<file path="src/rtl/id_ex_stage.sv">
// ---------------------------------------------------------------------------
// id_ex_stage
//   Pipeline register between instruction decode and execute.
//   - Captures register-file read data, immediate, PC+4, register
//     specifiers and decoded control from decode every cycle.
//   - Same-cycle write-back bypass: a register being written by WB on this
//     edge is captured with the WB value instead of the stale RF read.
//   - Load-use hazard detection: when EX holds a load whose destination is
//     read by the decode instruction, Stall holds the front end for one
//     cycle and a bubble is inserted into EX.
//   - Branch flush squashes the decode instruction (bubble, no stall).
//   - Saturating count of inserted bubbles since reset.
//
// Ports
//   Clk, Reset             clock, synchronous active-high reset
//   Flush                  squash instruction currently in decode
//   ID_*                   decode-stage operands, specifiers and control
//   WB_RegWrite/WriteRegister/WriteData   write-back port for bypass
//   Stall                  combinational front-end hold (load-use)
//   EX_*                   registered operands/specifiers/control for EX
//   BubbleCount            saturating bubble counter
// ---------------------------------------------------------------------------
module id_ex_stage #(
    parameter int unsigned DATA_W = 32,
    parameter int unsigned CNT_W  = 16
) (
    input  logic              Clk,
    input  logic              Reset,
    input  logic              Flush,
    input  logic [DATA_W-1:0] ID_ReadData1,
    input  logic [DATA_W-1:0] ID_ReadData2,
    input  logic [DATA_W-1:0] ID_Imm,
    input  logic [DATA_W-1:0] ID_PCPlus4,
    input  logic [4:0]        ID_Rs,
    input  logic [4:0]        ID_Rt,
    input  logic [4:0]        ID_Rd,
    input  logic              ID_UsesRs,
    input  logic              ID_UsesRt,
    input  logic              ID_RegWrite,
    input  logic              ID_MemRead,
    input  logic              ID_MemWrite,
    input  logic              ID_MemToReg,
    input  logic              ID_ALUSrc,
    input  logic              ID_RegDst,
    input  logic [3:0]        ID_ALUOp,
    input  logic              WB_RegWrite,
    input  logic [4:0]        WB_WriteRegister,
    input  logic [DATA_W-1:0] WB_WriteData,
    output logic              Stall,
    output logic              EX_Valid,
    output logic [DATA_W-1:0] EX_ReadData1,
    output logic [DATA_W-1:0] EX_ReadData2,
    output logic [DATA_W-1:0] EX_Imm,
    output logic [DATA_W-1:0] EX_PCPlus4,
    output logic [4:0]        EX_Rs,
    output logic [4:0]        EX_Rt,
    output logic [4:0]        EX_Rd,
    output logic              EX_RegWrite,
    output logic              EX_MemRead,
    output logic              EX_MemWrite,
    output logic              EX_MemToReg,
    output logic              EX_ALUSrc,
    output logic              EX_RegDst,
    output logic [3:0]        EX_ALUOp,
    output logic [CNT_W-1:0]  BubbleCount
);

    // Pipeline state
    logic              valid_q,    valid_d;
    logic [DATA_W-1:0] rd1_q,      rd1_d;
    logic [DATA_W-1:0] rd2_q,      rd2_d;
    logic [DATA_W-1:0] imm_q,      imm_d;
    logic [DATA_W-1:0] pc4_q,      pc4_d;
    logic [4:0]        rs_q,       rs_d;
    logic [4:0]        rt_q,       rt_d;
    logic [4:0]        rd_q,       rd_d;
    logic              regwrite_q, regwrite_d;
    logic              memread_q,  memread_d;
    logic              memwrite_q, memwrite_d;
    logic              memtoreg_q, memtoreg_d;
    logic              alusrc_q,   alusrc_d;
    logic              regdst_q,   regdst_d;
    logic [3:0]        aluop_q,    aluop_d;
    logic [CNT_W-1:0]  bubbles_q,  bubbles_d;

    logic load_use;
    logic byp1;
    logic byp2;
    logic bubble;

    // Load-use hazard: EX holds a valid load to a nonzero register that the
    // decode instruction actually reads.
    always_comb begin
        load_use = valid_q && memread_q && (rt_q != 5'd0) &&
                   ((ID_UsesRs && (ID_Rs == rt_q)) ||
                    (ID_UsesRt && (ID_Rt == rt_q)));
    end

    // A squashed instruction must never hold the front end, and nothing
    // stalls while reset is asserted.
    assign Stall  = load_use && !Flush && !Reset;
    assign bubble = Flush || load_use;

    // Write-back bypass; register 0 is hardwired and never forwarded.
    always_comb begin
        byp1 = WB_RegWrite && (WB_WriteRegister != 5'd0) &&
               (WB_WriteRegister == ID_Rs);
        byp2 = WB_RegWrite && (WB_WriteRegister != 5'd0) &&
               (WB_WriteRegister == ID_Rt);
    end

    // Next-state: bubble clears every EX field; otherwise capture decode.
    always_comb begin
        valid_d    = 1'b0;
        rd1_d      = '0;
        rd2_d      = '0;
        imm_d      = '0;
        pc4_d      = '0;
        rs_d       = '0;
        rt_d       = '0;
        rd_d       = '0;
        regwrite_d = 1'b0;
        memread_d  = 1'b0;
        memwrite_d = 1'b0;
        memtoreg_d = 1'b0;
        alusrc_d   = 1'b0;
        regdst_d   = 1'b0;
        aluop_d    = '0;
        bubbles_d  = bubbles_q;

        if (bubble) begin
            // Saturate at all-ones; never wrap.
            if (bubbles_q != '1) begin
                bubbles_d = bubbles_q + CNT_W'(1);
            end
        end else begin
            valid_d    = 1'b1;
            rd1_d      = byp1 ? WB_WriteData : ID_ReadData1;
            rd2_d      = byp2 ? WB_WriteData : ID_ReadData2;
            imm_d      = ID_Imm;
            pc4_d      = ID_PCPlus4;
            rs_d       = ID_Rs;
            rt_d       = ID_Rt;
            rd_d       = ID_Rd;
            regwrite_d = ID_RegWrite;
            memread_d  = ID_MemRead;
            memwrite_d = ID_MemWrite;
            memtoreg_d = ID_MemToReg;
            alusrc_d   = ID_ALUSrc;
            regdst_d   = ID_RegDst;
            aluop_d    = ID_ALUOp;
        end
    end

    always_ff @(posedge Clk) begin
        if (Reset) begin
            valid_q    <= 1'b0;
            rd1_q      <= '0;
            rd2_q      <= '0;
            imm_q      <= '0;
            pc4_q      <= '0;
            rs_q       <= '0;
            rt_q       <= '0;
            rd_q       <= '0;
            regwrite_q <= 1'b0;
            memread_q  <= 1'b0;
            memwrite_q <= 1'b0;
            memtoreg_q <= 1'b0;
            alusrc_q   <= 1'b0;
            regdst_q   <= 1'b0;
            aluop_q    <= '0;
            bubbles_q  <= '0;
        end else begin
            valid_q    <= valid_d;
            rd1_q      <= rd1_d;
            rd2_q      <= rd2_d;
            imm_q      <= imm_d;
            pc4_q      <= pc4_d;
            rs_q       <= rs_d;
            rt_q       <= rt_d;
            rd_q       <= rd_d;
            regwrite_q <= regwrite_d;
            memread_q  <= memread_d;
            memwrite_q <= memwrite_d;
            memtoreg_q <= memtoreg_d;
            alusrc_q   <= alusrc_d;
            regdst_q   <= regdst_d;
            aluop_q    <= aluop_d;
            bubbles_q  <= bubbles_d;
        end
    end

    assign EX_Valid     = valid_q;
    assign EX_ReadData1 = rd1_q;
    assign EX_ReadData2 = rd2_q;
    assign EX_Imm       = imm_q;
    assign EX_PCPlus4   = pc4_q;
    assign EX_Rs        = rs_q;
    assign EX_Rt        = rt_q;
    assign EX_Rd        = rd_q;
    assign EX_RegWrite  = regwrite_q;
    assign EX_MemRead   = memread_q;
    assign EX_MemWrite  = memwrite_q;
    assign EX_MemToReg  = memtoreg_q;
    assign EX_ALUSrc    = alusrc_q;
    assign EX_RegDst    = regdst_q;
    assign EX_ALUOp     = aluop_q;
    assign BubbleCount  = bubbles_q;

endmodule
</file>
<file path="config.mk">
export PLATFORM = sky130hd
export DESIGN_NAME = id_ex_stage
export DESIGN_NICKNAME = d
export VERILOG_FILES = /design/src/rtl/id_ex_stage.sv
export SDC_FILE = /design/constraint.sdc
export NUM_CORES = 1
export LEC_CHECK = 0
export BUFFER_PORTS_ARGS = -buffer_cell sky130_fd_sc_hd__buf_2
export CAP_MARGIN = 20
export CORE_UTILIZATION = 28
export CTS_CLUSTER_SIZE = 40
export DETAILED_ROUTE_END_ITERATION = 16
export HOLD_SLACK_MARGIN = 0.03
export PLACE_DENSITY = 0.57
export SYNTH_ARGS = -nofsm -noshare
export SYNTH_HDL_FRONTEND = slang
export SYNTH_SLANG_ARGS = --single-unit
</file>
<file path="constraint.sdc">
create_clock -name Clk -period 2.18 [get_ports Clk]
set_input_delay 0.109 -clock Clk [delete_from_list [all_inputs] [get_ports Clk]]
set_output_delay 0.109 -clock Clk [all_outputs]
set_load 0.01 [all_outputs]
</file>
---- Word-level counts from Yosys, hierarchy flattened ----
Cells that the tools add are included.
word-level totals
  output and inout bits ................... 171
  ROM bits ................................ 0
  memories kept ........................... 0
  word-level logic and storage cells ...... 43
  bits in latches ......................... 0
  bits of input ports ..................... 196
  RAM bits ................................ 0
  register bits after elaboration ......... 170
operators by class
  divide/modulo/power cells ............... 0
  reduce and logical (&&, ||, !) cells .... 18
  multipliers ............................. 0
  shift-type cells ........................ 0
  multiplexer cells ....................... 3
  $add $sub $neg .......................... 1
  order comparisons ....................... 0
  bitwise gates (word level) .............. 0
  equality and inequality tests ........... 5
operators with widths
  operator                                                         number
  32-bit two-way mux                                               2
  5-bit == test                                                    4
  16-bit by 1-bit adder with 16-bit output, second input constant  1
  16-bit != test, second input constant                            1
  1-bit logical AND                                                10
  5-bit nonzero test                                               2
  1-bit logical NOT                                                2
  1-bit logical OR                                                 2
  2-bit AND reduction                                              1
  2-bit OR reduction                                               1
  1-bit two-way mux                                                1

---- Longest topological paths before layout ----
Gate-level depths: netlist of run 1.
  depth after elaboration ................. 6
  depth in mapped cells ................... 9
  mapped depth without buffers ............ 7

---- Worst setup path before layout of run 1 ----
Ideal clock, no wire load.
  kind .................................... reg2reg
  start point ............................. reg bubbles_q[0] (netlist: BubbleCount[0])
  end point ............................... reg bubbles_q[1] (netlist: BubbleCount[1])
  buffers on the path ..................... 2
  data arrival time ....................... 1.933 ns
  path slack .............................. 0.120 ns
  data required time ...................... 2.052 ns
  period minus slack after synthesis ...... 2.060 ns
  stages on the path, launching flop included .. 10
  setup time .............................. 0.128 ns
  cells stage by stage .................... dfxtp_1 > ha_1 > and3_1 > nand4_1 > o32a_1 > nand2_1 > buf_6 > buf_8 > mux2i_1 > nor2_1
on the way
  longest elaborated chain between the ends .. 2
  elaborated cells on any way between the ends .. 3
  those cells by class .................... 1 x add/sub; 1 x eq/ne; 1 x reduce/logical
RTL lines
  element                                                                                           line  text
  start, declared                                                                                   84    logic [CNT_W-1:0] bubbles_q, bubbles_d;
  start signal, assigned                                                                            189   bubbles_q <= bubbles_d;
  parallel branches: the longest is 2 deep, another holds 16-bit by 1-bit adder with 16-bit output  n/a
Parallel ways; which one is timed is not known.
A chain may end at the register's enable or synchronous reset.

---- Worst setup path in the final report of run 1 ----
  start point ............................. in ID_Rs[1]
  end point ............................... reg rd1_q[8] (netlist: EX_ReadData1[8])
on the way
  longest elaborated chain between the ends .. 6
  elaborated cells on any way between the ends .. 9
  those cells by class .................... 2 x eq/ne; 1 x mux; 6 x reduce/logical
RTL lines
  element                              line  text
  start, declared                      34    input logic [4:0] ID_Rs,
  5-bit == test                        95    ((ID_UsesRs && (ID_Rs == rt_q)) ||
  1-bit logical AND                    95
  1-bit logical OR                     95
  1-bit logical AND                    94    load_use = valid_q && memread_q && (rt_q != 5'd0) &&
  1-bit logical OR                     102   assign bubble = Flush || load_use;
  2-bit OR reduction (no source line)  n/a
  end signal, assigned                 175   rd1_q <= rd1_d;
  end, declared                        70    logic [DATA_W-1:0] rd1_q, rd1_d;
Several ways; a longest one is shown, not always the timed one.

==> out/metrics.yaml, run 1 <==
status: "finished clean"
initial_core_util: 0.285
peakVddDrop_v: 0.000474
wl_per_cell_um: 15.5
drt_iter0_markers: 188
synth_nets: 740
final-hold-violation-count: 0
crit_family: "buffers and inverters"
min_path_type: "in2reg"
die_h_um: 146
port_buffers: 366
cp-end-kind: "flop"
cts_root_buffer: "clkbuf_16"
slew_violations: 0
yosysSeqAreaShare: 0.590
fin_crit_sh: 0.987
dp_slack_ps: 89.5
ys_ff_latch: 170
setup_ws_ps: 28.5
max_slew.worst_pin.slew_ps: 743
fp.dieW_um: 146
utilization: 0.532
drt.antenna.violating_nets: 0
powerDensity_mw_per_mm2: 683
coreArea_sq_mm: 0.0202
die_area_sq_mm: 0.0212
dr_total_vias: 6209
cp_common_cell: "dlygate4sd3_1"
drive_gt1_frac: 0.371
rsz0062_at_grt: "yes"
synth_cells: 543
max_freq_mhz: 465
grt_pass1_wl_um: 33300
grt_pass1_vias: 6287
drc: 0
setup_tns_ps: 0
insertion_delay_ps: 430
syn_area_per_cell_sq_um: 10.6
cts_max_level: 4
mostFrequentLayoutCell: "buf_2"
startpoint_type: "primary input"
worstPathRequired_ps: 2490
clock_skew_ps: 12.7
drt_wl_total_um: 21800
crit_fanout: 32
min_period_ps: 2150
p_leak_nw: 5.29
grt_antenna_before_repair: 2
grt_use_total: 0.203
synth_area_leaders: "dfxtp_1, mux2i_1, and3_1, nor2_1, xnor2_1"
grt_max_degree: 90
clk_pin_slew_ps: 80
place_hpwl_um: 13900
syn_area_sq_mm: 0.00577
clkSinkCount: 170
io_pins: 367
numCtsBuffers: 17
synth_area_leader_cell: "dfxtp_1"
drtPass1Iterations: 5
crit_slowest_cell: "dlygate4sd3_1"
cpPeakStageDelay_ps: 600
async_flop_share: 0
yosysWarnings: 0
overflow: 0
viasPerCell: 4.40
synth_edf_count: 0
crit_buf_inv: 4
syn_to_final_growth_pct: 86.4
cts_tree: "built"
synth_top_area_frac: 0.590
clk_path_buf_depth: 2
stdcell_count: 1410
crit_arrival_ps: 2460
nFillCells: 1753
ys_types: 34
rows: 52
final_cell_mix: "buf_2, dlygate4sd3_1, dfxtp_1, and3_1, nor2_1"
synth_ff_type: "dfxtp_1"
gp_congestion: 0.789
max_cap_violations: 0
dp.cells: 1156
cp_cell_sequence: "dlygate4sd3_1 -> buf_2 -> xor2_1 -> nor4_4 -> buf_12 -> mux2i_1 -> dlygate4sd3_1 -> nor2_1"
slew_headroom: 0.505
nNetsFinal: 1323
worstSetupPathType: "in2reg"
setup_viol: 0
cell usage after synthesis, types with 5 or more instances:
cell	count
buf_2	11
nand4_1	7
or3_1	7
mux2i_1	65
dfxtp_1	170
inv_1	8
nor2_1	77
xnor2_1	16
nand3_1	11
o21ai_1	7
xor2_1	6
or4_1	5
and3_1	91
clkbuf_1	22
nand2_1	8
a21oi_1	10
kinds of logic after synthesis:
logic type / count (synthesis) / synth area share
AO/OA/AOI/OAI: 27 / 0.0297
XOR/XNOR: 22 / 0.0334
multiplexers: 66 / 0.115
adder cells (fa/ha/maj): 1 / 0.00217
flip-flops: 170 / 0.590
buffers and inverters: 43 / 0.0336
AND/OR/NAND/NOR: 214 / 0.196
per-layer routing:
metal  vias to the layer above  part of all wire  track usage
met2                       271              0.51        0.376
met3                        40             0.062       0.0555
li1                       3030                 -            -
met4                         0             0.026       0.0837
met1                      2868              0.40        0.215
met5                         -                 0            0
registers in the layout, indices dropped and copies added (netlist names):
signal,flops
EX_Imm,32
EX_RegDst,1
EX_MemToReg,1
EX_ALUOp,4
EX_Rt,5
EX_MemWrite,1
EX_PCPlus4,32
EX_ReadData2,32
EX_ReadData1,32
EX_Rs,5
EX_ALUSrc,1
EX_Rd,5
EX_Valid,1
EX_RegWrite,1
EX_MemRead,1
BubbleCount,16
path summary, 6_finish.rpt:
kind | slack [ps] | to | start | cells past startpoint
max | 30 | EX_ReadData1[8] | ID_Rs[1] | 8
min reg2reg | 530 | BubbleCount[11] | BubbleCount[11] | 2
max reg2reg | 100 | BubbleCount[7] | BubbleCount[1] | 8
min | 90 | BubbleCount[1] | Reset | 2
where the power goes:
| part | internal (mW) | switching, mW |
|---|---|---|
| Sequential | 3.22 | 0.0354 |
| Clock | 1.65 | 1.45 |
| Combinational | 0.590 | 0.403 |
metrics by stage:
stage / total power, mW / hold slack (ps) / instance area, sq um
final: 7.35 / 87.4 / 10800
after floorplan: 3.61 / 253 / 5770
after global routing: 7.66 / 87.7 / 10800
after detailed placement: 3.98 / 336 / 7940
after global placement: 3.98 / 332 / 7940
after CTS: 7.44 / 69.4 / 10700
repair_timing:
action / 4_1_cts / 5_1_grt
hold buffers: 217 / 0
setup buffers: 0 / 4
gates resized for setup: 0 / 1
endpoints found under the hold margin: 153 / 0
setup endpoints to repair: 0 / 4
layout make-up:
cell class	count	area, sq um	area share
sequential	170	3400	0.316
timing repair buffer	599	4170	0.388
tap	270	338	0.0314
clock inverter	15	179	0.0166
multi-input combinational	330	2210	0.205
clock buffer	17	425	0.0395
inverter	8	30.0	0.00279
antenna	1	2.50	0.000233
(Power assumes the default switching activity.)
==> inputs of run 2 (changes only) <==
- clock period: 2.18 -> 2.4 ns (I/O delays scaled with it)
==> out/metrics.yaml, run 2 (synthesized netlist as in run 1, its figures left out) <==
max_slew.worst_pin.slew_ps: 722  # was 743 ps
whs_ps: 65.7  # was 87.4 ps
cts_tree: "built"  # unchanged
p_leak_nw: 5.27  # was 5.29 nW
clk_pin_slew_ps: 70  # was 80 ps
reg2reg_slack_ps: 290  # was 100 ps
dp.cells: 1152  # was 1156
cp_common_cell: "dlygate4sd3_1"  # unchanged
stdcell_count: 1403  # was 1410
clk_path_buf_depth: 2  # unchanged
swShare: 0.243  # was 0.257
drc: 0  # unchanged
power_frac_clock: 0.426  # was 0.422
cp-end-kind: "flop"  # unchanged
startpoint_type: "primary input"  # unchanged
grt_antenna_before_repair: 4  # was 2
grt_pass1_vias: 6361  # was 6287
max_cap_violations: 0  # unchanged
p_sw_mw: 1.63  # was 1.89 mW
grt_pass1_wl_um: 33500  # was 33300 um
finalPower_mw: 6.71  # was 7.35 mW
cp_cell_sequence: "dlygate4sd3_1 -> buf_2 -> xor2_1 -> nor4_4 -> buf_12 -> mux2i_1 -> dlygate4sd3_1 -> nor2_1"  # unchanged
crit_family: "buffers and inverters"  # unchanged
pwr-share-seq: 0.441  # was 0.443
fin_crit_sh: 0.976
die_h_um: 146  # unchanged
crit_buf_inv: 4  # unchanged
crit_fanout: 28  # was 32
gp_congestion: 0.785  # was 0.789
setup_viol: 0  # unchanged
grt_max_degree: 90  # unchanged
place_hpwl_um: 13900  # about the same
pwr-share-comb: 0.133  # was 0.135
final-hold-violation-count: 0  # unchanged
drive_gt1_frac: 0.368  # was 0.371
wl_per_cell_um: 15.8  # was 15.5 um
final_cell_mix: "buf_2, dlygate4sd3_1, dfxtp_1, and3_1, nor2_1"  # unchanged
worstPathRequired_ps: 2680  # was 2490 ps
slew_headroom: 0.519  # was 0.505
dr_total_vias: 6144  # was 6209
internal_power_mw: 5.08  # was 5.46 mW
drt_iter0_markers: 174  # was 188
min_period_ps: 2340
grt_use_total: 0.203  # about the same
initial_core_util: 0.285  # unchanged
io_pins: 367  # unchanged
slew_violations: 0  # unchanged
drt_wl_total_um: 22200  # was 21800 um
powerDensity_mw_per_mm2: 627  # was 683 mW/mm^2
fp.dieW_um: 146  # unchanged
drt.antenna.violating_nets: 0  # unchanged
crit_slowest_cell: "dlygate4sd3_1"  # unchanged
status: "finished clean"  # unchanged
die_area_sq_mm: 0.0212  # unchanged
max_freq_mhz: 427
clock_skew_ps: 13.9  # was 12.7 ps
cts_root_buffer: "clkbuf_16"  # unchanged
worstSetupPathType: "in2reg"  # unchanged
drtPass1Iterations: 6  # was 5
nNetsFinal: 1317  # was 1323
rows: 52  # unchanged
port_buffers: 366  # unchanged
peakVddDrop_v: 0.000439  # was 0.000474 V
crit_arrival_ps: 2620  # was 2460 ps
cpPeakStageDelay_ps: 630  # was 600 ps
rsz0062_at_grt: "yes"  # unchanged
cts_max_level: 4  # unchanged
insertion_delay_ps: 420  # was 430 ps
numCtsBuffers: 17  # unchanged
nFillCells: 1771  # was 1753
overflow: 0  # unchanged
min_path_type: "in2reg"  # unchanged
clkSinkCount: 170  # unchanged
viasPerCell: 4.38  # was 4.40
mostFrequentLayoutCell: "buf_2"  # unchanged
syn_to_final_growth_pct: 85.5  # was 86.4%
coreArea_sq_mm: 0.0202  # unchanged
run 2: cell types whose count changed in the layout (fill, tap and decap cells not counted), moves of 2 or more:
cell and delta:
clkinv_8 -3, dlygate4sd3_1 -2, buf_4 -5, clkbuf_8 +2, buf_12 -2, buf_6 +2
run 2: what timing repair did:
item | CTS | global route
resized for setup | 0 | 1
setup endpoints to repair | 0 | 58
buffers inserted | 0 | 2
hold endpoints to repair | 151 | 0
hold buffers | 215 | 0
run 2: worst register-to-register path: stages, from the launching register on:
cell and delay, ps:
dfxtp_1 350, ha_1 230, and3_1 220, nand4_1 120
o32a_1 210, nand2_1 80, buf_4 200, or4_1 500
a21oi_1 140
run 2: power by group through the flow:
stage | sequential [mW] | combinational (mW) | clock, mW
2_1_floorplan | 3.08 | 0.192 | 0
3_3_place_gp | 3.02 | 0.586 | 0
3_5_place_dp | 3.02 | 0.589 | 0
4_1_cts | 2.96 | 0.874 | 2.95
5_1_grt | 2.97 | 0.964 | 3.06
6_report | 2.96 | 0.893 | 2.86
run 2: cell type report:
type / count / area (sq um) / share of cell area
repair buffers: 593 / 4120 / 0.385
flip-flops and latches: 170 / 3400 / 0.318
multi-input cells: 330 / 2200 / 0.206
clock buffers: 19 / 453 / 0.0423
well taps: 270 / 338 / 0.0316
clock inverters: 12 / 155 / 0.0145
inverters: 8 / 30.0 / 0.00280
diodes: 1 / 2.50 / 0.000234
run 2: worst paths after layout:
check                  start          endpoint  cells after the start
max                 ID_Rt[2]  EX_ReadData2[17]                      8
max reg2reg   BubbleCount[0]    BubbleCount[7]                      8
min                 ID_Rs[2]          EX_Rs[2]                      2
min reg2reg  BubbleCount[10]   BubbleCount[10]                      2
run 2: per-layer routing:
metal | vias up | track usage | share of wire
met4 | 6 | 0.0837 | 0.025
met3 | 39 | 0.0592 | 0.067
li1 | 3019 | - | -
met1 | 2817 | 0.209 | 0.39
met2 | 263 | 0.383 | 0.52
met5 | - | 0 | 0.0014
run 2: metrics by stage:
step	setup TNS [ps]	worst slack [ps]	area, sq um	utilization
floorplan	0	340	5770	-
global placement	0	353	7900	0.390
detailed placement	0	309	7900	0.390
CTS	0	32.0	10700	0.527
global route	-16.1	-16.1	10700	0.529
finish	0	58.2	10700	0.529
==> inputs of run 3 (changes only) <==
--- a/config.mk
+++ b/config.mk
@@ -7,5 +7,4 @@
 export LEC_CHECK = 0
 export BUFFER_PORTS_ARGS = -buffer_cell sky130_fd_sc_hd__buf_2
-export CAP_MARGIN = 20
 export CORE_UTILIZATION = 28
 export CTS_CLUSTER_SIZE = 40
==> constraint.sdc (replaced) <==
create_clock -name Clk -period 2.9 [get_ports Clk]
set_input_delay 0.29 -clock Clk [delete_from_list [all_inputs] [get_ports Clk]]
set_output_delay 0.29 -clock Clk [all_outputs]
set_load 0.01 [all_outputs]
==> out/metrics.yaml, run 3 (synthesized netlist as in run 1, its figures left out) <==
multi_input_area_sq_mm: 0.00220  # unchanged
startpoint_type: "flop"  # was primary input
setup_viol: 0  # unchanged
rows: 52  # unchanged
clkSinkCount: 170  # unchanged
swShare: 0.248  # was 0.243
fp.dieW_um: 146  # unchanged
internal_power_mw: 3.97  # was 5.08 mW
pwr-share-seq: 0.464  # was 0.441
min_period_ps: 2260
drt_iter0_markers: 152  # was 174
drt.antenna.violating_nets: 0  # unchanged
coreArea_sq_mm: 0.0202  # unchanged
max_slew.worst_pin.slew_ps: 591  # was 722 ps
syn_to_final_growth_pct: 46.9  # was 85.5%
nNetsFinal: 1098  # was 1317
fin_crit_sh: 0.778
mostFrequentLayoutCell: "buf_2"  # unchanged
worstSetupPathType: "reg2out"  # was in2reg
drt_wl_total_um: 18600  # was 22200 um
pwr-share-comb: 0.091  # was 0.133
crit_arrival_ps: 1970  # was 2620 ps
num_antenna_cells: 0  # was 1
status: "finished clean"  # unchanged
io_pins: 367  # unchanged
holdBufCountCts: 0  # was 215
clock_skew_ps: 8.94  # was 13.9 ps
clk_pin_slew_ps: 70  # about the same
dp_slack_ps: 657  # was 309 ps
cts_root_buffer: "clkbuf_16"  # unchanged
wl_per_cell_um: 15.7  # was 15.8 um
power_frac_clock: 0.445  # was 0.426
insertion_delay_ps: 420  # about the same
dr_total_vias: 5201  # was 6144
utilization: 0.419  # was 0.529
crit_fanout: 6  # was 28
drtPass1Iterations: 4  # was 6
grt_pass1_vias: 5118  # was 6361
min_path_type: "in2reg"  # unchanged
grt_use_total: 0.173  # was 0.203
gp_congestion: 0.770  # was 0.785
numCtsBuffers: 17  # unchanged
max_cap_violations: 0  # unchanged
place_hpwl_um: 14000  # was 13900 um
dp.cells: 1152  # unchanged
initial_core_util: 0.285  # unchanged
seq_area_sq_mm: 0.00340  # unchanged
stdcell_count: 1184  # was 1403
grt_pass1_wl_um: 28000  # was 33500 um
grt_max_degree: 66  # was 90
cts-resized-gates: 0  # unchanged
cts_max_level: 4  # unchanged
port_buffers: 366  # unchanged
overflow: 0  # unchanged
cp-end-kind: "output port"  # was flop
drive_gt1_frac: 0.453  # was 0.368
powerDensity_mw_per_mm2: 623  # was 627 mW/mm^2
die_area_sq_mm: 0.0212  # unchanged
cts_tree: "built"  # unchanged
slew_violations: 0  # unchanged
grt_antenna_before_repair: 4  # unchanged
worstPathRequired_ps: 2610  # was 2680 ps
peakVddDrop_v: 0.000332  # was 0.000439 V
p_leak_nw: 4.33  # was 5.27 nW
setup_tns_ps: 0  # unchanged
max_freq_mhz: 443
setup_ws_ps: 643  # was 58.2 ps
drc: 0  # unchanged
clk_path_buf_depth: 2  # unchanged
cts_setup_buffers: 0  # unchanged
final_cell_mix: "buf_2, dfxtp_1, and3_1, nor2_1, mux2i_1"  # was buf_2, dlygate4sd3_1, dfxtp_1, and3_1, nor2_1
final-hold-violation-count: 0  # unchanged
nFillCells: 2045  # was 1771
rsz0062_at_grt: "no"  # was yes
slew_headroom: 0.606  # was 0.519
viasPerCell: 4.39  # was 4.38
p_sw_mw: 1.31  # was 1.63 mW
die_h_um: 146  # unchanged
run 3: cell types whose count changed in the layout (fill, tap and decap cells not counted), sizes merged:
cell	change
dlygate4sd3	-215
buf	-3
clkbuf	-3
inv	+3
clkinv	-1
clkinvlp	+1
diode	-1
run 3: critical path: stages (launching register included):
cell and delay [ps]:
dfxtp_1 380, or3_1 400, o311a_1 370, nand2_2 190
nor3_1 60, buf_2 150
run 3: path summary, 6_finish.rpt:
kind | start | depth (start not counted) | slack (ps) | end
setup / recovery | EX_Rt[0] | 5 | 640 | Stall
hold / removal | ID_MemWrite | 2 | 90 | EX_MemWrite
setup reg to reg | BubbleCount[0] | 8 | 650 | BubbleCount[6]
hold reg to reg | BubbleCount[11] | 2 | 530 | BubbleCount[11]
run 3: final cells by class:
class,instances,area share
Tap cell,270,0.0399
Inverter,8,0.00354
Sequential cell,170,0.401
Timing Repair Buffer,374,0.225
Clock inverter,15,0.0207
Multi-Input combinational cell,330,0.260
Clock buffer,17,0.0502
run 3: stage by stage:
| stage | power [mW] | hold slack (ps) | cell area (sq um) |
|---|---|---|---|
| 2_1_floorplan | 2.71 | 434 | 5770 |
| 3_3_place_gp | 2.99 | 510 | 7880 |
| 3_5_place_dp | 2.99 | 516 | 7880 |
| 4_1_cts | 5.36 | 73.3 | 8480 |
| 5_1_grt | 5.51 | 70.1 | 8480 |
| 6_report | 5.28 | 90.6 | 8480 |
run 3: power groups by stage:
stage	clock network (mW)	registers (mW)	logic, mW
after floorplan	0	2.55	0.159
after global placement	0	2.50	0.485
after detailed placement	0	2.50	0.488
after CTS	2.42	2.45	0.490
after global routing	2.53	2.46	0.525
final	2.35	2.45	0.480
run 3: layer usage:
| layer | track usage | vias to the layer above | wire length, um |
|---|---|---|---|
| met1 | 0.179 | 2348 | 7170 |
| met2 | 0.318 | 246 | 9430 |
| met3 | 0.0687 | 23 | 1610 |
| met4 | 0.0537 | 8 | 307 |
| met5 | 0 | - | 52 |
| li1 | - | 2576 | - |
